### src/rtl/glitch_pkg.sv
// ---------------------------------------------------------------------------
// glitch_pkg
// Shared definitions for the glitch monitor: the measurement FSM state
// encoding and the default abort timeout (2 s at a 12 MHz clock).
// ---------------------------------------------------------------------------
package glitch_pkg;

    typedef enum logic [2:0] {
        ST_IDLE  = 3'd0,
        ST_ARMED = 3'd1,
        ST_DELAY = 3'd2,
        ST_PULSE = 3'd3,
        ST_DONE  = 3'd4,
        ST_FAIL  = 3'd5
    } state_e;

    localparam int DEFAULT_TIMEOUT = 24_000_000;

endpackage : glitch_pkg

### src/rtl/glitch_monitor_sync_edge.sv
// ---------------------------------------------------------------------------
// sync_edge
// Brings an asynchronous line into the clk domain through SYNC_STAGES flops
// (minimum 2) and detects rising/falling edges on the synchronized level.
// Both trigger and glitch paths use this block, so their latency is equal
// and cancels out of any measured interval.
//
// Ports
//   clk      in   clock
//   rst      in   synchronous active-high reset (clears all flops)
//   async_in in   asynchronous input line
//   level    out  synchronized level
//   rise     out  one-cycle pulse on a synchronized 0->1 transition
//   fall     out  one-cycle pulse on a synchronized 1->0 transition
// ---------------------------------------------------------------------------
module sync_edge #(
    parameter int SYNC_STAGES = 2
) (
    input  logic clk,
    input  logic rst,
    input  logic async_in,
    output logic level,
    output logic rise,
    output logic fall
);

    logic [SYNC_STAGES-1:0] sync_q;
    logic [SYNC_STAGES-1:0] sync_d;
    logic                   prev_q;
    logic                   prev_d;

    assign sync_d[0] = async_in;

    genvar gi;
    generate
        for (gi = 1; gi < SYNC_STAGES; gi++) begin : g_stage
            assign sync_d[gi] = sync_q[gi-1];
        end
    endgenerate

    assign prev_d = sync_q[SYNC_STAGES-1];

    always_ff @(posedge clk) begin
        if (rst) begin
            sync_q <= '0;
            prev_q <= 1'b0;
        end else begin
            sync_q <= sync_d;
            prev_q <= prev_d;
        end
    end

    assign level = sync_q[SYNC_STAGES-1];
    assign rise  = level & ~prev_q;
    assign fall  = ~level & prev_q;

endmodule : sync_edge

### src/rtl/glitch_monitor.sv
// ---------------------------------------------------------------------------
// glitch_monitor
// Measures, in clk cycles, the delay from a trigger rising edge to a glitch
// rising edge and the width of the glitch pulse. Intended to sit beside the
// glitch generator, sharing its trigger net and observing its output.
//
// Ports
//   clk           in   clock, all logic on rising edge
//   rst           in   synchronous active-high reset
//   arm           in   one-cycle request to start a measurement
//   trigger       in   asynchronous trigger line
//   glitch        in   asynchronous glitch line under test
//   busy          out  measurement in progress
//   valid         out  delay_cycles/width_cycles hold a completed result
//   error         out  last measurement aborted (timeout / glitch high early)
//   delay_cycles  out  trigger rise -> glitch rise, in cycles (saturating)
//   width_cycles  out  glitch high time, in cycles (saturating)
// ---------------------------------------------------------------------------
module glitch_monitor
    import glitch_pkg::*;
#(
    parameter int CNT_W          = 32,
    parameter int TIMEOUT_CYCLES = DEFAULT_TIMEOUT,
    parameter int SYNC_STAGES    = 2
) (
    input  logic             clk,
    input  logic             rst,
    input  logic             arm,
    input  logic             trigger,
    input  logic             glitch,
    output logic             busy,
    output logic             valid,
    output logic             error,
    output logic [CNT_W-1:0] delay_cycles,
    output logic [CNT_W-1:0] width_cycles
);

    localparam int             TO_W    = $clog2(TIMEOUT_CYCLES + 1);
    localparam logic [TO_W-1:0] TO_LAST = TO_W'(TIMEOUT_CYCLES - 1);
    localparam logic [CNT_W-1:0] CNT_MAX = '1;

    function automatic logic [CNT_W-1:0] sat_inc(input logic [CNT_W-1:0] v);
        return (v == CNT_MAX) ? v : v + CNT_W'(1);
    endfunction

    logic trig_level, trig_rise, trig_fall;
    logic glitch_level, glitch_rise, glitch_fall;

    sync_edge #(.SYNC_STAGES(SYNC_STAGES)) u_sync_trigger (
        .clk      (clk),
        .rst      (rst),
        .async_in (trigger),
        .level    (trig_level),
        .rise     (trig_rise),
        .fall     (trig_fall)
    );

    sync_edge #(.SYNC_STAGES(SYNC_STAGES)) u_sync_glitch (
        .clk      (clk),
        .rst      (rst),
        .async_in (glitch),
        .level    (glitch_level),
        .rise     (glitch_rise),
        .fall     (glitch_fall)
    );

    // Trigger level and fall are not needed by the measurement.
    logic unused_trig;
    assign unused_trig = trig_level ^ trig_fall;

    state_e           state_q, state_d;
    logic             busy_q, busy_d;
    logic             valid_q, valid_d;
    logic             error_q, error_d;
    logic [CNT_W-1:0] delay_cycles_q, delay_cycles_d;
    logic [CNT_W-1:0] width_cycles_q, width_cycles_d;
    logic [CNT_W-1:0] delay_cnt_q, delay_cnt_d;
    logic [CNT_W-1:0] width_cnt_q, width_cnt_d;
    logic [TO_W-1:0]  to_cnt_q, to_cnt_d;

    always_comb begin
        state_d        = state_q;
        busy_d         = busy_q;
        valid_d        = valid_q;
        error_d        = error_q;
        delay_cycles_d = delay_cycles_q;
        width_cycles_d = width_cycles_q;
        delay_cnt_d    = delay_cnt_q;
        width_cnt_d    = width_cnt_q;
        to_cnt_d       = to_cnt_q;

        case (state_q)
            ST_IDLE: begin
                if (arm) begin
                    state_d        = ST_ARMED;
                    busy_d         = 1'b1;
                    valid_d        = 1'b0;
                    error_d        = 1'b0;
                    delay_cycles_d = '0;
                    width_cycles_d = '0;
                    delay_cnt_d    = '0;
                    width_cnt_d    = '0;
                    to_cnt_d       = '0;
                end
            end

            ST_ARMED: begin
                if (trig_rise) begin
                    to_cnt_d = '0;
                    if (glitch_rise) begin
                        state_d        = ST_PULSE;
                        delay_cycles_d = '0;
                        width_cnt_d    = CNT_W'(1);
                    end else if (glitch_level) begin
                        // Glitch already high: the edge we would time is lost.
                        state_d = ST_FAIL;
                        error_d = 1'b1;
                        busy_d  = 1'b0;
                    end else begin
                        state_d     = ST_DELAY;
                        delay_cnt_d = '0;
                    end
                end
            end

            // delay_cnt_q counts cycles after the trigger cycle minus one, so
            // the latched delay is the incremented value.
            ST_DELAY: begin
                if (to_cnt_q == TO_LAST) begin
                    state_d        = ST_FAIL;
                    error_d        = 1'b1;
                    busy_d         = 1'b0;
                    delay_cycles_d = sat_inc(delay_cnt_q);
                end else if (glitch_rise) begin
                    state_d        = ST_PULSE;
                    delay_cycles_d = sat_inc(delay_cnt_q);
                    width_cnt_d    = CNT_W'(1);
                    to_cnt_d       = to_cnt_q + TO_W'(1);
                end else begin
                    delay_cnt_d = sat_inc(delay_cnt_q);
                    to_cnt_d    = to_cnt_q + TO_W'(1);
                end
            end

            ST_PULSE: begin
                if (to_cnt_q == TO_LAST) begin
                    state_d        = ST_FAIL;
                    error_d        = 1'b1;
                    busy_d         = 1'b0;
                    width_cycles_d = width_cnt_q;
                end else if (glitch_fall) begin
                    state_d        = ST_DONE;
                    valid_d        = 1'b1;
                    busy_d         = 1'b0;
                    width_cycles_d = width_cnt_q;
                end else begin
                    if (glitch_level) begin
                        width_cnt_d = sat_inc(width_cnt_q);
                    end
                    to_cnt_d = to_cnt_q + TO_W'(1);
                end
            end

            ST_DONE: state_d = ST_IDLE;
            ST_FAIL: state_d = ST_IDLE;
            default: state_d = ST_IDLE;
        endcase
    end

    always_ff @(posedge clk) begin
        if (rst) begin
            state_q        <= ST_IDLE;
            busy_q         <= 1'b0;
            valid_q        <= 1'b0;
            error_q        <= 1'b0;
            delay_cycles_q <= '0;
            width_cycles_q <= '0;
            delay_cnt_q    <= '0;
            width_cnt_q    <= '0;
            to_cnt_q       <= '0;
        end else begin
            state_q        <= state_d;
            busy_q         <= busy_d;
            valid_q        <= valid_d;
            error_q        <= error_d;
            delay_cycles_q <= delay_cycles_d;
            width_cycles_q <= width_cycles_d;
            delay_cnt_q    <= delay_cnt_d;
            width_cnt_q    <= width_cnt_d;
            to_cnt_q       <= to_cnt_d;
        end
    end

    assign busy         = busy_q;
    assign valid        = valid_q;
    assign error        = error_q;
    assign delay_cycles = delay_cycles_q;
    assign width_cycles = width_cycles_q;

endmodule : glitch_monitor

### config.mk
export PLATFORM = sky130hd
export DESIGN_NAME = glitch_monitor
export DESIGN_NICKNAME = d
export VERILOG_FILES = /design/src/rtl/glitch_pkg.sv /design/src/rtl/glitch_monitor_sync_edge.sv /design/src/rtl/glitch_monitor.sv
export SDC_FILE = /design/constraint.sdc
export NUM_CORES = 1
export LEC_CHECK = 0
export CORE_ASPECT_RATIO = 1.2
export CORE_MARGIN = 2
export CORE_UTILIZATION = 50
export CTS_CLUSTER_SIZE = 10
export DETAILED_ROUTE_END_ITERATION = 10
export PLACE_DENSITY = 0.71
export SETUP_SLACK_MARGIN = 0.05
export SYNTH_ARGS = -nofsm -noshare
export SYNTH_HDL_FRONTEND = slang
export SYNTH_SLANG_ARGS = --single-unit
### constraint.sdc
create_clock -name clk -period 3.85 [get_ports clk]
set_input_delay 0.77 -clock clk [delete_from_list [all_inputs] [get_ports clk]]
set_output_delay 0.77 -clock clk [all_outputs]
set_load 0.02 [all_outputs]
=== Word-level counts from Yosys, hierarchy flattened ===
Cells that the tools add are included.

* $add $sub $neg: 3
* Eq/ne operators: 23
* Bitwise gates (word level): 6
* Mux-type cells: 56
* Reductions and logical operators: 15

{| class="wikitable"
|+ Operators with widths
! operator !! number
|-
| two-way mux 32 bit || 20
|-
| case mux 32 bit (3 select lines) || 2
|-
| case mux 32 bit (4 select lines) || 1
|-
| two-way mux 25 bit || 5
|-
| case mux 25 bit (4 select lines) || 1
|-
| adder 32 x 1 -> 32 bit, second input constant || 2
|-
| == test 32 bit, second input constant || 2
|-
| case mux 32 bit (2 select lines) || 1
|-
| adder 25 x 1 -> 25 bit, second input constant || 1
|-
| == test 25 bit, second input constant || 1
|-
| two-way mux 3 bit || 8
|-
| inequality test 2 bit, second input constant || 12
|-
| two-way mux 1 bit || 14
|-
| AND reduction 7 bit || 2
|-
| case mux 3 bit (4 select lines) || 1
|-
| AND reduction 6 bit || 2
|-
| AND reduction 4 bit || 2
|-
| AND reduction 8 bit || 1
|-
| == test 3 x 2 -> 1 bit, second input constant || 2
|-
| inequality test 2 x 1 -> 1 bit, second input constant || 3
|-
| inequality test 3 bit, second input constant || 2
|-
| nonzero test 3 bit || 2
|-
| AND reduction 5 bit || 1
|-
| case mux 1 bit (4 select lines) || 1
|-
| 10 further kinds || 14
|}

* Register bits: 165
* Input bits: 5
* Word-level logic and storage cells: 116

=== Logic depth before layout (Yosys ltp) ===
Gate-level depths: netlist of run 1.

* Word-level depth: 6
* Gate-level depth with buffers: 11
* Gate-level depth less buffers: 7

=== By module ===
From an unflattened synthesis of run 1, not the netlist that was laid out.

* Cells, all modules: 990
* Area total of the unflattened synthesis: 7971.4 sq um

{| class="wikitable"
|+ Modules (own cells, without submodules)
! module !! area each (sq um) !! cells an instance !! instances !! seq. area each (sq um)
|-
| glitch_monitor || 7788.7 || 974 || 1 || 3183.1
|-
| sync_edge || 91.3 || 8 || 2 || 60.1
|}

=== Least setup slack after synthesis of run 1 ===
OpenSTA, ideal clock, no wires.

* Path type: reg2reg
* Start point: register to_cnt_q[14]
* End point: register delay_cnt_q[20]
* Arrival time: 2.344 ns
* Required time: 3.694 ns
* Slack: 1.350 ns
* Cell stages (with the launch flop): 9
* Cells stage by stage: dfxtp_1 or4b_4 or3_4 or4_4 buf_6 and3_4 buf_6 a31oi_1 a311oi_1

* Word-level cells in the longest chain between the ends: 3

{| class="wikitable"
|+ Ends and longest elaborated chain
! item !! RTL line !! RTL
|-
| start: declaration || glitch_monitor.sv:79 || <nowiki>logic [TO_W-1:0] to_cnt_q, to_cnt_d;</nowiki>
|-
| start signal: assignment || glitch_monitor.sv:190 || <nowiki>to_cnt_q <= to_cnt_d;</nowiki>
|-
| == test 25 bit || glitch_monitor.sv:129 || <nowiki>if (to_cnt_q == TO_LAST) begin</nowiki>
|-
| inequality test 2 bit (no source line) || n/a ||
|-
| AND reduction 7 bit (no source line) || n/a ||
|-
| end signal: assignment || glitch_monitor.sv:188 || <nowiki>delay_cnt_q <= delay_cnt_d;</nowiki>
|-
| end: declaration || glitch_monitor.sv:77 || <nowiki>logic [CNT_W-1:0] delay_cnt_q, delay_cnt_d;</nowiki>
|}

No other way between the ends.
A chain may end at the register's enable or synchronous reset.

=== Worst setup path after layout of run 1 ===
* Start point: register state_q[2]
* End point: register delay_cnt_q[1]

* Word-level cells in the longest chain between the ends: 3
* Elaborated cells on any way between the ends: 12

{| class="wikitable"
|+ Ends and longest elaborated chain
! item !! RTL line !! RTL
|-
| start: declaration || glitch_monitor.sv:71 || <nowiki>state_e state_q, state_d;</nowiki>
|-
| start signal: assignment || glitch_monitor.sv:182 || <nowiki>state_q <= state_d;</nowiki>
|-
| == test 3 x 1 -> 1 bit (tied with other cells) || glitch_monitor.sv:92 || <nowiki>case (state_q)</nowiki>
|-
| inequality test 2 bit (no source line) or nonzero test 3 bit (tied branches) || n/a ||
|-
| AND reduction 7 bit (no source line) || n/a ||
|}

Parallel ways exist; a longest one is shown, timed or not.

==> impl_metrics.ini, run 1 <==
[floorplanning]
die_x_um = 119
rows = 50
die_area_sq_um = 16800
core-area_sq_um = 15500
ios = 72
start_util = 0.507
chipHeight_um = 141

[yosys]
avgSynthCellArea_sq_um = 8.64
syn_nets = 919
ys_ff_latch = 165
yosys.area.top_type = dfxtp_1
synth_commonest_cells = dfxtp_1 (165), nand2_1 (80), nor2_1 (70), a21oi_1 (53), nand3_1 (43)
synth_ff_type = dfxtp_1
synth.most_common_cell = dfxtp_1
synth_top_area_share = 0.420
syn-cell-area_sq_um = 7870
yosysWarnings = 0
seq_area_frac_synth = 0.420
synth.area.top_cells = dfxtp_1 (42%), nand2_1 (3.8%), a22o_1 (3.6%)
synth_async_sr_flop_share = 0
syn_inst = 911
synth-edff-count = 0
synthDistinctLibCells = 67

[pwr]
p_leak_nw = 3.02
ir_worst_vdd_mv = 0.267
p_switching_w = 0.000935
seqPwrFrac = 0.442
pwr-share-comb = 0.072
p_clk_frac = 0.485
finalPower_w = 0.00394
swShare = 0.237
power_density_nw_per_um2 = 422
power.internal_w = 0.00301

[critical_path]
path_class = reg2reg
cp.required_ps = 4180
worstPathMaxFanout = 11
start_kind = flop
worstSetupEndpointType = flop
cp-startpoint = state_q[2]
timing.rr.start = state_q[2]
worst_ep_arrival_time_ps = 3430

[routing]
dr.pass1.iters = 5
drc_errors = 0
via_per_inst = 6.08
wl_per_cell_um = 17.0
vias = 7177
drt_iter0_drc = 616
drtAntennaViolNets = 0
wirelength_um = 20100

[outcome]
status = finished, final reports clean

[clock_tree]
cts.sinks = 165
clk_pin_slew_worst_paths_ps = 60
clockRootBuffer = clkbuf_16
numCtsBuffers = 17
cts_tree = done
clock_path_buffers = 2
post-cts-setup-buffer-count = 0
ctsResizeCount = 0
clk_latency_ps = 440
cts_max_level = 4
cts_hold_buf = 0

[finish]
stdcell_count = 1181
synthToLayoutAreaGrowth_pct = 18.7
antenna_cells = 0
fill_cells = 1424
nets = 968
final_area_sq_um = 9350
drive_above_1_share = 0.0689

[sta]
relSlewSlack = 0.193
hold_violations = 0
finClkSkew_ps = 11.8
worstMarginPinSlew_ps = 1200
finalMaxSlewViolations = 0
period_share = 0.806
setup_viol = 0
fin_crit_ps = 3100
rsz0062_at_grt = no
fmax_mhz = 322
setup_tns_ps = 0

[grt]
grt_max_degree = 45
grt_first_pass_wirelength_um = 33700
grt_pass1_vias = 6692
antenna_found_initial = 0
grt_usage = 0.245
gr-total-overflow = 0

[hold_path]
hp-class = reg2reg
worstHoldStart = u_sync_glitch.sync_q[0]

[job]
cap_viol_max_count = 0

[placement]
dp.cells = 1149
post_dp_cell_area_sq_um = 8680
dpl.hpwl_um = 13800
port_buffers = 71
place.gp.congestion = 0.928
-- registers in the layout (all words and copies together) (netlist names) --
signal                 flops
busy                       1
state_q                    3
to_cnt_q                  25
u_sync_trigger.sync_q      2
delay_cnt_q               32
width_cnt_q               32
width_cycles              32
error                      1
u_sync_glitch.sync_q       2
u_sync_trigger.prev_q      1
delay_cycles              32
u_sync_glitch.prev_q       1
valid                      1
-- metal layers --
| layer | global-route usage | wire length [um] |
|---|---|---|
| met5 | 0 | 0 |
| met4 | 0.104 | 585 |
| met3 | 0.0474 | 968 |
| met2 | 0.402 | 9500 |
| met1 | 0.316 | 9030 |
-- final cells by class --
cell class                 instances  area (sq um)  area share
sequential                       165          3300       0.353
inverter                           8          30.0     0.00321
multi-input combinational        680          4260       0.455
timing repair buffer              88           833      0.0892
tap                              208           260      0.0278
clock inverter                    11           194      0.0207
clock buffer                      21           470      0.0503
-- cells in the final DEF (no fill, tap or decap), drive strengths merged, types with 24 or more instances in the layout --
master | netlist | layout
dfxtp | 165 | 165
nand2 | 80 | 80
clkdlybuf4s50 | 0 | 70
nor2 | 70 | 70
a21oi | 54 | 54
nand3 | 44 | 44
o21ai | 44 | 44
a31oi | 33 | 33
xnor2 | 32 | 32
a22o | 32 | 32
o2bb2ai | 31 | 31
nand4 | 24 | 24
nor3 | 24 | 24
-- final timing paths --
| kind | to | slack [ps] | cells past startpoint |
|---|---|---|---|
| min reg2reg | u_sync_glitch.sync_q[1] | 440 | 1 |
| min | u_sync_glitch.sync_q[1] | 440 | 1 |
| max reg2reg | delay_cnt_q[1] | 750 | 6 |
| max | delay_cnt_q[1] | 750 | 6 |
-- metrics by stage --
step	setup WS (ps)	hold slack, ps	utilization
6_report	748	435	0.602
2_1_floorplan	1350	414	-
3_5_place_dp	467	428	0.560
4_1_cts	790	441	0.602
5_1_grt	544	459	0.602
3_3_place_gp	569	421	0.560
-- power groups by stage --
stage,sequential (W),clock (W),combinational (W)
CTS,0.00174,0.00193,0.000282
finish,0.00174,0.00191,0.000285
detailed placement,0.00178,0,0.000281
global route,0.00174,0.00199,0.000317
floorplan,0.00177,0,0.000214
global placement,0.00178,0,0.000280
-- cell families after synthesis --
group,after synthesis,synth area share
AND/OR/NAND/NOR,369,0.249
multiplexers,3,0.00382
AO/OA/AOI/OAI,259,0.230
XOR/XNOR,46,0.0512
adder cells (fa/ha/maj),3,0.00477
flip-flops,165,0.420
buffers and inverters,66,0.0412
-- critical path, stage by stage (launching register included) --
cell      delay [ps]
dfxtp_1          530
nand2b_1         460
nor2_1           240
and3_1           230
nor3_1           950
o21ai_0          290
a31o_1           300
(Power assumes the default switching activity.)
==> inputs of run 2 (changes only) <==
--- a/config.mk
+++ b/config.mk
@@ -10,7 +10,7 @@
 export CORE_UTILIZATION = 50
 export CTS_CLUSTER_SIZE = 10
 export DETAILED_ROUTE_END_ITERATION = 10
-export PLACE_DENSITY = 0.71
+export PLACE_DENSITY = 0.74
 export SETUP_SLACK_MARGIN = 0.05
 export SYNTH_ARGS = -nofsm -noshare
 export SYNTH_HDL_FRONTEND = slang
==> constraint.sdc (replaced) <==
create_clock -name clk -period 2.52 [get_ports clk]
set_input_delay 0.504 -clock clk [delete_from_list [all_inputs] [get_ports clk]]
set_output_delay 0.504 -clock clk [all_outputs]
set_load 0.02 [all_outputs]
==> run 2 against run 1 <==
  * Final cell count is 7.1% higher
  * Wire length is 10% higher
  * Design area is 7.1% higher
  * Maximum frequency is 26% higher
  * Non-clock buffer count is 84 higher
  * Utilization is 4.3 points higher
  * Hold slack better by 9.2 ps
  * Critical path depth is 1 higher
  * Flip-flop and latch count stayed put
  * Count of clock-buffer cells in the layout is 4 higher
  * First-iteration DRC count is 3.7% lower
  * Power is 45% higher
==> impl_metrics.ini, run 2 (same netlist as run 1, synthesis figures left out) <==
[outcome]
status = finished, final reports clean

[finish]
layout_commonest_cell = dfxtp_1
antenna_cells = 0
drive_above_1_share = 0.149
regArea_sq_um = 3300
synthToLayoutAreaGrowth_pct = 27.2
nets = 1052
layout_common_cells = dfxtp_1 (165), buf_4 (94), nand2_1 (80)
multi_input_area_sq_um = 4320
fill_cells = 1337

[critical_path]
worstPathBufferInverterCount = 1
timing.rr.start = to_cnt_q[14]
path_class = reg2reg
worstSetupEndpointType = flop
cp.required_ps = 2850
cpLargestDelayFamily = simple AND/OR/NAND/NOR gates
max_stage_delay_ps = 530
slowest_stage = or4b_4
worst_ep_arrival_time_ps = 2800
worstPathMaxFanout = 18
crit_chain = or4b_4, or3_4, or4_4, a21oi_4, nor2_2, buf_12, a22o_1
reg2reg_to = width_cycles[15]
reg2regPathDepth = 7
start_kind = flop
r2r_slack_ps = 60

[job]
cap_viol_max_count = 0

[sta]
rsz0062_at_grt = yes
period_share = 0.977
finClkSkew_ps = 7.53
fin_crit_ps = 2460
fmax_mhz = 406
worstMarginPinSlew_ps = 776
relSlewSlack = 0.481
hold_slack_ps = 444
finalMaxSlewViolations = 0
setup_viol = 0
hold_violations = 0

[floorplanning]
core-area_sq_um = 15500
chipHeight_um = 141
rows = 50
start_util = 0.507
die_x_um = 119
die_area_sq_um = 16800
ios = 72

[routing]
dr.pass1.iters = 7
wl_per_cell_um = 17.5
wirelength_um = 22100
drtAntennaViolNets = 0
drc_errors = 0
vias = 7744
drt_iter0_drc = 593
via_per_inst = 6.12

[clock_tree]
cts_max_level = 4
cts_tree = done
clk_pin_slew_worst_paths_ps = 60
cts.sinks = 165
clockRootBuffer = clkbuf_16
clock_path_buffers = 2
numCtsBuffers = 17
clk_latency_ps = 440

[hold_path]
holdPathStages = 1
worstHoldStart = u_sync_trigger.sync_q[0]
hp-class = reg2reg
hold-path-endpoint = u_sync_trigger.sync_q[1]

[placement]
port_buffers = 71
place.gp.congestion = 0.953
dpl.hpwl_um = 15300

[grt]
gr-total-overflow = 0
antenna_found_initial = 0
grt_pass1_vias = 7292
grt_first_pass_wirelength_um = 35600
grt_max_degree = 53
grt_usage = 0.262

[pwr]
p_leak_nw = 3.41
finalPower_w = 0.00570
power_density_nw_per_um2 = 570
ir_worst_vdd_mv = 0.376
## run 2: cell count changes in the layout (fill, tap and decap cells not counted), sizes merged
cell,change
clkinvlp,+3
bufinv,-4
clkbuf,+5
inv,-2
clkinv,-1
buf,+83
## run 2: per-layer routing
layer  up-vias  part of all wire  global-route usage
li1       3685                 -                   -
met1      3690              0.42               0.316
met2       301              0.49               0.447
met3        68             0.053              0.0426
met4         0             0.037               0.145
met5         -                 0                   0
## run 2: cell type report
type	count	share of cell area
Clock buffer	25	0.0475
Clock inverter	7	0.00737
Inverter	8	0.00300
Multi-Input combinational cell	680	0.432
Sequential cell	165	0.330
Tap cell	208	0.0260
Timing Repair Buffer	172	0.155
## run 2: per-stage QoR
step | TNS [ps] | instance area [sq um] | worst slack [ps] | utilization | std cells
2_1_floorplan | 0 | 7870 | 59.5 | - | 911
3_3_place_gp | 0 | 9350 | 22.2 | 0.603 | 1230
3_5_place_dp | -317 | 9350 | -59.3 | 0.603 | 1230
4_1_cts | 0 | 9930 | 55.3 | 0.640 | 1263
5_1_grt | -15.9 | 10000 | -5.67 | 0.645 | 1265
6_report | 0 | 10000 | 57.7 | 0.645 | 1265
## run 2: worst max path at each step
| stage | startpoint | endpoint | cells after the start |
|---|---|---|---|
| 3_5_place_dp | rst | delay_cnt_q[4] | 6 |
| 6_report | to_cnt_q[14] | width_cycles[15] | 7 |
| 2_1_floorplan | to_cnt_q[14] | delay_cnt_q[20] | 8 |
| 4_1_cts | to_cnt_q[9] | width_cnt_q[5] | 8 |
| 3_3_place_gp | arm | width_cnt_q[16] | 8 |
| 5_1_grt | to_cnt_q[14] | width_cycles[16] | 7 |
## run 2: report_power, final
part / internal [W] / switching, W / leakage [nW]
Clock: 0.00141 / 0.00104 / 0.254
Sequential: 0.00263 / 0.0000197 / 1.33
Combinational: 0.000228 / 0.000377 / 1.82
Total: 0.00427 / 0.00144 / 3.41
## run 2: timing repair
action | 4_1_cts | 5_1_grt
setup endpoints to repair | 36 | 84
gates cloned | 0 | 1
pin swaps | 0 | 1
buffers inserted | 1 | 1
hold buffers | 0 | 0
resized for setup | 4 | 12
==> inputs of run 3 (changes only) <==
--- a/config.mk
+++ b/config.mk
@@ -5,6 +5,7 @@
 export SDC_FILE = /design/constraint.sdc
 export NUM_CORES = 1
 export LEC_CHECK = 0
+export CAP_MARGIN = 20
 export CORE_ASPECT_RATIO = 1.2
 export CORE_MARGIN = 2
 export CORE_UTILIZATION = 50
@@ -12,6 +13,7 @@
 export DETAILED_ROUTE_END_ITERATION = 10
 export PLACE_DENSITY = 0.74
 export SETUP_SLACK_MARGIN = 0.05
+export SLEW_MARGIN = 20
 export SYNTH_ARGS = -nofsm -noshare
 export SYNTH_HDL_FRONTEND = slang
 export SYNTH_SLANG_ARGS = --single-unit
==> results of run 3 <==
No change in the layout: final DEF, timing and power equal those of run 2.
